===== config.mk =====
export PLATFORM = sky130hd
export DESIGN_NAME = fetch_queue_flat
export DESIGN_NICKNAME = d
export VERILOG_FILES = /design/src/rtl/fetch_queue_pkg.sv /design/src/rtl/fetch_queue_if.sv /design/src/rtl/fetch_queue_fifo_ram.sv /design/src/rtl/fetch_queue.sv /design/src/flat_wrapper.sv
export VERILOG_INCLUDE_DIRS = /design/src /design/src/rtl
export SDC_FILE = /design/constraint.sdc
export NUM_CORES = 1
export LEC_CHECK = 0
export ABC_AREA = 1
export ABC_CLOCK_PERIOD_IN_PS = 9250
export CORE_ASPECT_RATIO = 1.5
export CORE_MARGIN = 5
export CORE_UTILIZATION = 35
export CTS_CLUSTER_DIAMETER = 40
export DETAILED_ROUTE_END_ITERATION = 10
export DONT_BUFFER_PORTS = 1
export GPL_TIMING_DRIVEN = 0
export SLEW_MARGIN = 0
export SYNTH_ARGS = -nofsm -noshare
export SYNTH_HDL_FRONTEND = slang
export SYNTH_SLANG_ARGS = --single-unit

===== constraint.sdc =====
create_clock -name clk -period 9.25 [get_ports clk]
set_clock_uncertainty 0.2 [all_clocks]
set_input_delay 0.925 -clock clk [delete_from_list [all_inputs] [get_ports clk]]
set_output_delay 0.925 -clock clk [all_outputs]
set_load 0.02 [all_outputs]

===== src/rtl/defines.v =====
`default_nettype none
// ============================================================================
//  defines.v
//  Global instruction and instruction-address widths for the fetch path.
//  Rev 1.0 - initial release
// ============================================================================
`ifndef FETCH_QUEUE_DEFINES_V
`define FETCH_QUEUE_DEFINES_V

`define Inst_Width      32
`define Inst_Addr_Width 32

`endif
`default_nettype wire


===== src/rtl/fetch_queue_pkg.sv =====
`default_nettype none
// ============================================================================
//  fetch_queue_pkg
//  Shared widths, queue entry layout and PC arithmetic for the fetch queue.
//  Rev 1.0 - initial release
// ============================================================================
`include "defines.v"

package fetch_queue_pkg;

  localparam int INST_W = `Inst_Width;
  localparam int ADDR_W = `Inst_Addr_Width;

  // One queue entry: the PC it was fetched from plus the instruction word.
  typedef struct packed {
    logic [ADDR_W-1:0] pc;
    logic [INST_W-1:0] inst;
  } entry_t;

  // Sequential fetch step; wraps naturally at 2^ADDR_W.
  function automatic logic [ADDR_W-1:0] next_pc(input logic [ADDR_W-1:0] pc);
    return pc + ADDR_W'(4);
  endfunction

endpackage
`default_nettype wire


===== src/rtl/fetch_queue_if.sv =====
`default_nettype none
// ============================================================================
//  fetch_queue_if
//  Cache, redirect and dequeue signals between the fetch queue and its
//  neighbours. master = fetch_queue side, slave = environment side.
//  Rev 1.0 - initial release
// ============================================================================
interface fetch_queue_if #(
  parameter int DEPTH = 4
);
  import fetch_queue_pkg::*;

  localparam int CNT_W = $clog2(DEPTH) + 1;

  // instruction cache
  logic              cache_ce;
  logic [ADDR_W-1:0] cache_addr;
  logic              pc_cache_stall;
  logic [INST_W-1:0] cache_inst;
  logic              cache_enable;
  // redirect from commit
  logic              redirect_valid;
  logic [ADDR_W-1:0] redirect_pc;
  // issue side
  logic              deq_valid;
  logic              deq_ready;
  logic [INST_W-1:0] deq_inst;
  logic [ADDR_W-1:0] deq_pc;
  logic [CNT_W-1:0]  count;

  modport master (
    output cache_ce, cache_addr, pc_cache_stall,
    output deq_valid, deq_inst, deq_pc, count,
    input  cache_inst, cache_enable, redirect_valid, redirect_pc, deq_ready
  );

  modport slave (
    input  cache_ce, cache_addr, pc_cache_stall,
    input  deq_valid, deq_inst, deq_pc, count,
    output cache_inst, cache_enable, redirect_valid, redirect_pc, deq_ready
  );

endinterface
`default_nettype wire


===== src/rtl/fetch_queue_fifo_ram.sv =====
`default_nettype none
// ============================================================================
//  fifo_ram
//  DEPTH-entry storage for the fetch queue: synchronous write, asynchronous
//  read. No reset; occupancy tracking lives in the controller.
//  Rev 1.0 - initial release
// ============================================================================
module fifo_ram
  import fetch_queue_pkg::*;
#(
  parameter int DEPTH = 4,
  parameter int AW    = $clog2(DEPTH)
) (
  input  wire logic          clk,
  input  wire logic          we,
  input  wire logic [AW-1:0] waddr,
  input  wire entry_t        wdata,
  input  wire logic [AW-1:0] raddr,
  output entry_t             rdata
);

  entry_t mem [DEPTH];

  // Write the tail entry on the clock edge.
  always_ff @(posedge clk) begin
    if (we) begin
      mem[waddr] <= wdata;
    end
  end

  assign rdata = mem[raddr];

endmodule
`default_nettype wire


===== src/rtl/fetch_queue.sv =====
`default_nettype none
// ============================================================================
//  fetch_queue
//  Fetch PC generator and instruction queue in front of issue. Fetches from
//  a combinational cache, buffers {pc, inst} pairs and flushes on redirect.
//  Rev 1.0 - initial release
// ============================================================================
module fetch_queue
  import fetch_queue_pkg::*;
#(
  parameter int                DEPTH    = 4,
  parameter logic [ADDR_W-1:0] RESET_PC = '0
) (
  input wire logic     clk,
  input wire logic     rst_n,
  fetch_queue_if.master bus
);

  localparam int PTR_W = $clog2(DEPTH);
  localparam int CNT_W = PTR_W + 1;

  logic [ADDR_W-1:0] pc;
  logic              cache_ce;
  logic [CNT_W-1:0]  count;
  logic [PTR_W-1:0]  head;
  logic [PTR_W-1:0]  tail;

  logic   full;
  logic   deq_valid;
  logic   pop;
  logic   stall;
  logic   push;
  entry_t wr_entry;
  entry_t rd_entry;

  // Handshake decode. A redirect hides the head and blocks the cache read;
  // a full queue only stalls fetch when nothing is leaving this cycle.
  assign full      = (count == CNT_W'(DEPTH));
  assign deq_valid = (count != '0) && !bus.redirect_valid;
  assign pop       = deq_valid && bus.deq_ready;
  assign stall     = bus.redirect_valid || (full && !pop);
  assign push      = cache_ce && !stall && bus.cache_enable;

  assign wr_entry.pc   = pc;
  assign wr_entry.inst = bus.cache_inst;

  // PC, cache enable, pointers and occupancy. Redirect flushes the queue;
  // a miss (cache_enable low) holds the PC so fetch waits for a redirect.
  always_ff @(posedge clk or negedge rst_n) begin
    if (!rst_n) begin
      pc       <= RESET_PC;
      cache_ce <= 1'b0;
      count    <= '0;
      head     <= '0;
      tail     <= '0;
    end else begin
      cache_ce <= 1'b1;
      if (bus.redirect_valid) begin
        pc    <= bus.redirect_pc;
        count <= '0;
        head  <= '0;
        tail  <= '0;
      end else begin
        if (push) begin
          tail <= tail + PTR_W'(1);
          pc   <= next_pc(pc);
        end
        if (pop) begin
          head <= head + PTR_W'(1);
        end
        count <= count + CNT_W'(push) - CNT_W'(pop);
      end
    end
  end

  fifo_ram #(
    .DEPTH (DEPTH)
  ) u_ram (
    .clk   (clk),
    .we    (push),
    .waddr (tail),
    .wdata (wr_entry),
    .raddr (head),
    .rdata (rd_entry)
  );

  assign bus.cache_ce       = cache_ce;
  assign bus.cache_addr     = pc;
  assign bus.pc_cache_stall = stall;
  assign bus.deq_valid      = deq_valid;
  assign bus.deq_inst       = rd_entry.inst;
  assign bus.deq_pc         = rd_entry.pc;
  assign bus.count          = count;

endmodule
`default_nettype wire


===== src/flat_wrapper.sv =====
// flat-port wrapper written by rule: the top's interface ports become plain ports
module fetch_queue_flat import fetch_queue_pkg::*;
#(
  parameter int                DEPTH    = 4,
  parameter logic [ADDR_W-1:0] RESET_PC = '0
)
  (clk, rst_n, bus_cache_ce, bus_cache_addr, bus_pc_cache_stall, bus_deq_valid, bus_deq_inst, bus_deq_pc, bus_count, bus_cache_inst, bus_cache_enable, bus_redirect_valid, bus_redirect_pc, bus_deq_ready);
  fetch_queue_if #(.DEPTH(DEPTH)) bus_i ();
  input wire logic clk;
  input wire logic rst_n;
  output wire logic [$bits(bus_i.cache_ce)-1:0] bus_cache_ce;
  output wire logic [$bits(bus_i.cache_addr)-1:0] bus_cache_addr;
  output wire logic [$bits(bus_i.pc_cache_stall)-1:0] bus_pc_cache_stall;
  output wire logic [$bits(bus_i.deq_valid)-1:0] bus_deq_valid;
  output wire logic [$bits(bus_i.deq_inst)-1:0] bus_deq_inst;
  output wire logic [$bits(bus_i.deq_pc)-1:0] bus_deq_pc;
  output wire logic [$bits(bus_i.count)-1:0] bus_count;
  input wire logic [$bits(bus_i.cache_inst)-1:0] bus_cache_inst;
  input wire logic [$bits(bus_i.cache_enable)-1:0] bus_cache_enable;
  input wire logic [$bits(bus_i.redirect_valid)-1:0] bus_redirect_valid;
  input wire logic [$bits(bus_i.redirect_pc)-1:0] bus_redirect_pc;
  input wire logic [$bits(bus_i.deq_ready)-1:0] bus_deq_ready;
  assign bus_cache_ce = bus_i.cache_ce;
  assign bus_cache_addr = bus_i.cache_addr;
  assign bus_pc_cache_stall = bus_i.pc_cache_stall;
  assign bus_deq_valid = bus_i.deq_valid;
  assign bus_deq_inst = bus_i.deq_inst;
  assign bus_deq_pc = bus_i.deq_pc;
  assign bus_count = bus_i.count;
  assign bus_i.cache_inst = bus_cache_inst;
  assign bus_i.cache_enable = bus_cache_enable;
  assign bus_i.redirect_valid = bus_redirect_valid;
  assign bus_i.redirect_pc = bus_redirect_pc;
  assign bus_i.deq_ready = bus_deq_ready;
  fetch_queue #(.DEPTH(DEPTH), .RESET_PC(RESET_PC)) u_core (.clk(clk), .rst_n(rst_n), .bus(bus_i));
endmodule

==> summary.md, run 1 <==
| Metric | Value |
|---|---|
| CTS tree | built |
| Placed Cells | ~1400 |
| Setup CP Type | flop to primary output |
| Die area | ~0.038 mm^2 |
| Max Cap Viol | 0 |
| Initial antenna violation count | 1 |
| Max Buffers Root-to-Sink | 3 |
| Most used cell, CP | buf_4 |
| Leak Pwr | just under 5 nW |
| Die Height | 238 um |
| Initial Util | a little over a third |
| First-pass GRT wire length | ~50000 um |
| Total number of vias | roughly 7900 |
| Hold crit path type | input pin to asynchronous set/reset pin |
| Warnings, synthesis | 0 |
| Most used DFF post-synth | edfxtp_1 |
| Actual slew at the worst max-slew pin | between 0.8 and 0.9 ns |
| Sequential area share after synthesis | between 70% and 80% |
| Port Buffers | 0 |
| Final hold vios | 0 |
| Synth area leaders | edfxtp_1 64%, dfrtp_1 8.3%, o21ai_0 5.6%, nor2_1 5.4%, nand2_1 4.4% |
| Top delay family on crit path | buffers and inverters |
| Post-Layout Cell Count | between 1500 and 2000 |
| First-pass DRT Iterations | 5 |
| TritonCTS buffer count | 35 |
| Buf/Inv on CP | 4 |
| Final net count | about 1100 |
| Avg Inst Size Synth | 12.0 um^2 |
| Worst-Skew Late Latency | between 0.5 and 0.6 ns |
| Final Cell Area | between 0.01 and 0.015 mm^2 |
| EDFF count, synth | 256 |
| Post-synthesis net count | approximately 1100 |
| Root buffer cell | clkbuf_16 |
| Tmin final | ~3.6 ns |
| Number of synthesized register bits | about 300 |
| CORE AREA | 0.0342 mm^2 |
| Final setup violation count | 0 |
| Wire per inst | 22.2 um |
| Antenna Nets Post-Route | 0 |
| Sinks on Clock Net | slightly below 300 |
| Final worst setup slack | around 5.6 ns |
| H-tree depth | 2 |
| Vias/cell | approximately 5.3 |
| Final Cycle Share | between 30% and 40% |
| Crit start category | flop |
| R2r setup slk | between 6 and 7 ns |
| Max Slew Vio Count | 0 |
| Hold Slack | around 0.047 ns |
| Mapped cell area | about 0.012 mm^2 |
| Layout cells sized above 1 | about 10% |
| Total grt overflow | 0 |
| PwrDens | approximately 250 mW/mm^2 |
| Clk slew on worst S/H paths | approximately 0.06 ns |
| Post-CTS Setup Repair Bufs | 0 |
| 1st-iter DRT viols | roughly 550 |
| Status | finished, final reports clean |
| Synth top area share | 63.5% |
| Area Growth Syn to Fin | 15.3% |
| GRT Util Overall | between 10% and 20% |
| Total Wirelength | 33400 um |
| Total power | between 3 and 4 mW |
| Ys async rst share | between 10% and 20% |
| RSZ-0062 raised after global routing | false |
| Placed Area | between 0.01 and 0.015 mm^2 |
| GP Congestion | around 0.85 |
| Req. time, crit path | between 8 and 9 ns |
| Worst slack at placement | 5.91 ns |
| Maximum achievable frequency | roughly 280 MHz |
| CP max FO | 10 |
| CP endpoint kind | primary output |
| Critical path data arrival time | 2.50 ns |
| Setup tns final | 0 ns |
| Vias in the first global route | roughly 8000 |
| Rows | 83 |
| Post-layout util | 40.8% |
| Peak supply drop | 0.123 mV |
| Worst-path cell chain | buf_4, inv_2, buf_4, buf_2, o21ai_0, o22ai_1 |
| Synth area leader | edfxtp_1 |
| I/O Pins | roughly 170 |
| Die width | roughly 160 um |
| Largest net degree at the start of global routing | 41 |
| Max incr delay on CP | between 0.6 and 0.7 ns |
| Post-route DRC violation count | 0 |
| Slowest cell on crit path | o22ai_1 |
| Slew headroom | 46.7% |
| Synth Instances | 1009 |
| Distinct cell type count after synthesis | 34 |
| Post-DP HPWL | ~23000 um |
[layout by cell type (no fill, tap or decap), drive strengths merged, types with 7 or more instances in the layout]
cell      n
nand3    27
buf      33
o21ai   138
dfrtp    40
o22ai    65
inv      46
clkinv   11
nand2   147
clkbuf   70
ha        7
edfxtp  256
xor2      7
a22oi    20
nor2    185
[report_power, final]
group / total (mW) / internal [mW] / switching, mW
Clock: 1.31 / 0.760 / 0.546
Sequential: 1.61 / 1.51 / 0.0981
Combinational: 0.635 / 0.141 / 0.494
[path summary, 6_finish.rpt]
check                                         start                        end  cells past startpoint
min in group clk                  bus_cache_inst[1]     u_core.u_ram.mem[2][1]                      0
worst min register to register       u_core.tail[0]             u_core.tail[0]                      1
worst min-delay path                          rst_n  u_core.bus.cache_addr[27]                      1
worst max register to register  u_core.bus.count[1]        u_core.bus.count[2]                     11
max in group asynchronous                     rst_n   u_core.bus.cache_addr[1]                      1
worst max-delay path                 u_core.head[0]             bus_deq_pc[18]                      6
[registers in the layout, summed over array words and instances, names as in the netlist]
signal                 cells
u_core.tail                2
u_core.bus.cache_ce        1
u_core.head                2
u_core.bus.cache_addr     32
u_core.u_ram.mem         256
u_core.bus.count           3
[cell usage after synthesis (2+ instances only)]
library cell	instances
xnor2_1	3
ha_1	7
edfxtp_1	256
buf_4	3
nor2_1	174
nor3_1	2
clkbuf_1	28
buf_2	19
nand2_1	143
nand2_2	3
nand3_1	27
nor2_4	2
o211ai_1	4
a21oi_1	5
o22ai_1	65
a22oi_1	20
o21ai_0	136
inv_2	4
dfrtp_1	40
o21bai_1	3
nand3b_1	3
o21ai_1	2
nor2_2	8
inv_1	36
xor2_1	7
[what timing repair did]
item	CTS	global route
hold endpoints to repair	40	0
hold buffers	1	0
gates resized for setup	0	0
[metal layers]
layer,vias to the layer above,routed length (um),GRT usage [%]
li1,3692,-,-
met1,3954,12700,19.3
met2,233,17600,31.1
met3,61,2000,4.04
met4,0,1010,6.16
met5,-,0,0
[logic make-up (layout without fill, tap and decap cells)]
kind of cell	Yosys count	in the layout	synth area share, %
compound gates	237	237	11.1
xor+xnor	10	10	0.724
fa+ha+maj	8	8	0.889
buf+inv	92	161	3.20
flops	296	296	71.8
other cells	1	2	0.0310
simple gates	365	365	12.3
[area by class of cell]
cell class / count / area, um^2
inverter: 40 / 150
clock inverter: 18 / 168
multi-input combinational: 621 / 3060
fill: 3183 / 20200
tap: 425 / 532
timing repair buffer: 9 / 188
antenna: 1 / 2.50
buffer: 52 / 238
clock buffer: 42 / 933
sequential: 296 / 8690
(Power assumes the default switching activity.)
==> run 2, diff against run 1 <==
--- a/config.mk
+++ b/config.mk
@@ -7,7 +7,7 @@
 export NUM_CORES = 1
 export LEC_CHECK = 0
 export ABC_AREA = 1
-export ABC_CLOCK_PERIOD_IN_PS = 9250
+export ABC_CLOCK_PERIOD_IN_PS = 3200
 export CORE_ASPECT_RATIO = 1.5
 export CORE_MARGIN = 5
 export CORE_UTILIZATION = 35
==> constraint.sdc (replaced) <==
create_clock -name clk -period 3.2 [get_ports clk]
set_clock_uncertainty 0.2 [all_clocks]
set_input_delay 0.32 -clock clk [delete_from_list [all_inputs] [get_ports clk]]
set_output_delay 0.32 -clock clk [all_outputs]
set_load 0.02 [all_outputs]
==> summary.md, run 2 (synthesized netlist as in run 1, its figures left out) <==
| Metric | Value |
|---|---|
| Antenna Nets Post-Route | 0 (unchanged) |
| Sinks on Clock Net | 296 (unchanged) |
| Peak supply drop | 0.418 mV (was 0.123 mV) |
| Layout cells sized above 1 | 9.34% (was 9.93%) |
| First-pass GRT wire length | 49800 um (about the same) |
| Hold crit path type | input pin to flop (was input pin to asynchronous set/reset pin) |
| Total number of vias | 8151 (was 7940) |
| Max Slew Vio Count | 0 (unchanged) |
| Post-DP HPWL | 22600 um (was 22700 um) |
| Actual slew at the worst max-slew pin | 0.788 ns (was 0.811 ns) |
| CP endpoint kind | primary output (unchanged) |
| Ant diodes | 0 (was 1) |
| Max Buffers Root-to-Sink | 3 (unchanged) |
| PwrDens | 707 mW/mm^2 (was 254 mW/mm^2) |
| Max Cap Viol | 0 (unchanged) |
| TritonCTS buffer count | 34 (was 35) |
| Wire per inst | 21.0 um (was 22.2 um) |
| Biggest register | u_core.u_ram.mem (unchanged) |
| RSZ-0062 raised after global routing | false (unchanged) |
| Die Height | 238 um (unchanged) |
| Most frequent cells in the layout | 256 x edfxtp_1, 170 x nor2_1, 143 x nand2_1 (unchanged) |
| Die area | 0.0385 mm^2 (unchanged) |
| GP Congestion | 0.837 (was 0.852) |
| Total of fill cells in the finished design | 3110 (was 3183) |
| Worst slack at placement | 0.336 ns (was 5.91 ns) |
| Total Wirelength | 33000 um (was 33400 um) |
| Final setup violation count | 0 (unchanged) |
| Maximum achievable frequency | 335 MHz |
| Die width | 162 um (unchanged) |
| Worst-Skew Late Latency | 0.51 ns (was 0.52 ns) |
| Placed Cells | 1442 (unchanged) |
| Setup tns final | 0 ns (unchanged) |
| Rows | 83 (unchanged) |
| Final Cycle Share | 93.3% |
| Largest net degree at the start of global routing | 41 (unchanged) |
| Root buffer cell | clkbuf_16 (unchanged) |
| Leak Pwr | 5.18 nW (was 4.88 nW) |
| Area Growth Syn to Fin | 21.3% (was 15.3%) |
| GRT Util Overall | 16.9% (was 17.0%) |
| Vias in the first global route | 8232 (was 8079) |
| Tmin final | approximately 3.0 ns |
| Post-Layout Cell Count | 1571 (was 1504) |
| Req. time, crit path | 2.68 ns (was 8.12 ns) |
| Status | finished, final reports clean (unchanged) |
| CP max FO | 10 (unchanged) |
| Total power | 10.4 mW (was 3.55 mW) |
| I/O Pins | 171 (unchanged) |
| Vias/cell | 5.19 (was 5.28) |
| Setup CP Type | flop to primary output (unchanged) |
| Leading cell type in the layout, fill and taps excluded | edfxtp_1 (unchanged) |
| 1st-iter DRT viols | 525 (was 546) |
| Initial antenna violation count | 0 (was 1) |
| Clk slew on worst S/H paths | 0.06 ns (about the same) |
| Critical path data arrival time | 2.47 ns (was 2.50 ns) |
| CTS tree | built (unchanged) |
| H-tree depth | 2 (unchanged) |
| First-pass DRT Iterations | 5 (unchanged) |
| Final worst setup slack | 0.215 ns (was 5.62 ns) |
| Max reg flops | 256 (unchanged) |
| Initial Util | 35.4% (unchanged) |
| Final hold vios | 0 (unchanged) |
| Slew headroom | 48.3% (was 46.7%) |
| Crit start category | flop (unchanged) |
| R2r setup slk | 0.27 ns (was 6.40 ns) |
| Final net count | 1200 (was 1132) |
| Port Buffers | 0 (unchanged) |
| Post-route DRC violation count | 0 (unchanged) |
| Total grt overflow | 0 (unchanged) |
| Post-CTS Setup Repair Bufs | 0 (unchanged) |
| CORE AREA | 0.0342 mm^2 (unchanged) |
[run 2: cell count changes in the layout (fill, tap and decap cells not counted), moves of 2 or more]
cell,previous run,this run
clkbuf_1,33,35
clkinv_2,3,1
clkinv_8,3,1
dlygate4sd3_1,0,69
inv_6,5,3
o22ai_1,65,63
o22ai_2,0,2
[run 2: final timing paths]
| check | startpoint | end | cells past startpoint |
|---|---|---|---|
| setup / recovery | u_core.head[0] | bus_deq_pc[15] | 6 |
| hold / removal | bus_redirect_valid | u_core.bus.cache_addr[13] | 3 |
| setup reg to reg | u_core.bus.count[1] | u_core.bus.count[2] | 11 |
| hold reg to reg | u_core.tail[0] | u_core.tail[0] | 1 |
| max in group asynchronous | rst_n | u_core.bus.cache_addr[26] | 2 |
| min in group asynchronous | rst_n | u_core.bus.cache_addr[28] | 2 |
[run 2: stage by stage]
step                      hold WS [ns]  instance area, um^2  utilization, %
after CTS                       0.0550                14700            42.9
after global routing             0.101                14700            43.0
final                           0.0879                14700            43.0
after floorplan                 -0.176                12100               -
after detailed placement        -0.173                12800            37.6
after global placement          -0.174                12600            37.0
[run 2: cell type report]
class | count | area (um^2) | area share (%)
flip-flops and latches | 296 | 8690 | 59.2
multi-input cells | 621 | 3070 | 20.9
clock buffers | 44 | 952 | 6.49
repair buffers | 78 | 886 | 6.04
well taps | 425 | 532 | 3.62
plain buffers | 52 | 238 | 1.62
clock inverters | 15 | 161 | 1.10
inverters | 40 | 150 | 1.02
[run 2: worst max-delay path, stage by stage, from the launching register on]
cell,delay (ns)
dfrtp_1,0.40
buf_4,0.21
inv_2,0.16
buf_4,0.21
buf_2,0.26
nor2_1,0.07
o22ai_1,0.63
[run 2: what timing repair did]
item,4_1_cts,5_1_grt
hold buffers,70,0
setup endpoints to repair,0,2
endpoints found under the hold margin,202,0
gates resized for setup,0,2
[run 2: metal layers]
| metal | global-route usage (%) | vias up | share of wire, % |
|---|---|---|---|
| met1 | 19.2 | 4008 | 38 |
| met3 | 3.10 | 43 | 5.0 |
| met4 | 5.03 | 0 | 2.2 |
| met2 | 31.9 | 271 | 55 |
| met5 | 0 | - | 0 |
| li1 | - | 3829 | - |
[run 2: power breakdown]
part	switching (mW)	internal [mW]	total, mW	leakage [nW]
combinational	1.45	0.469	1.92	1.82
sequential	0.278	4.37	4.65	2.82
clock	1.52	2.29	3.81	0.540
total	3.25	7.13	10.4	5.18
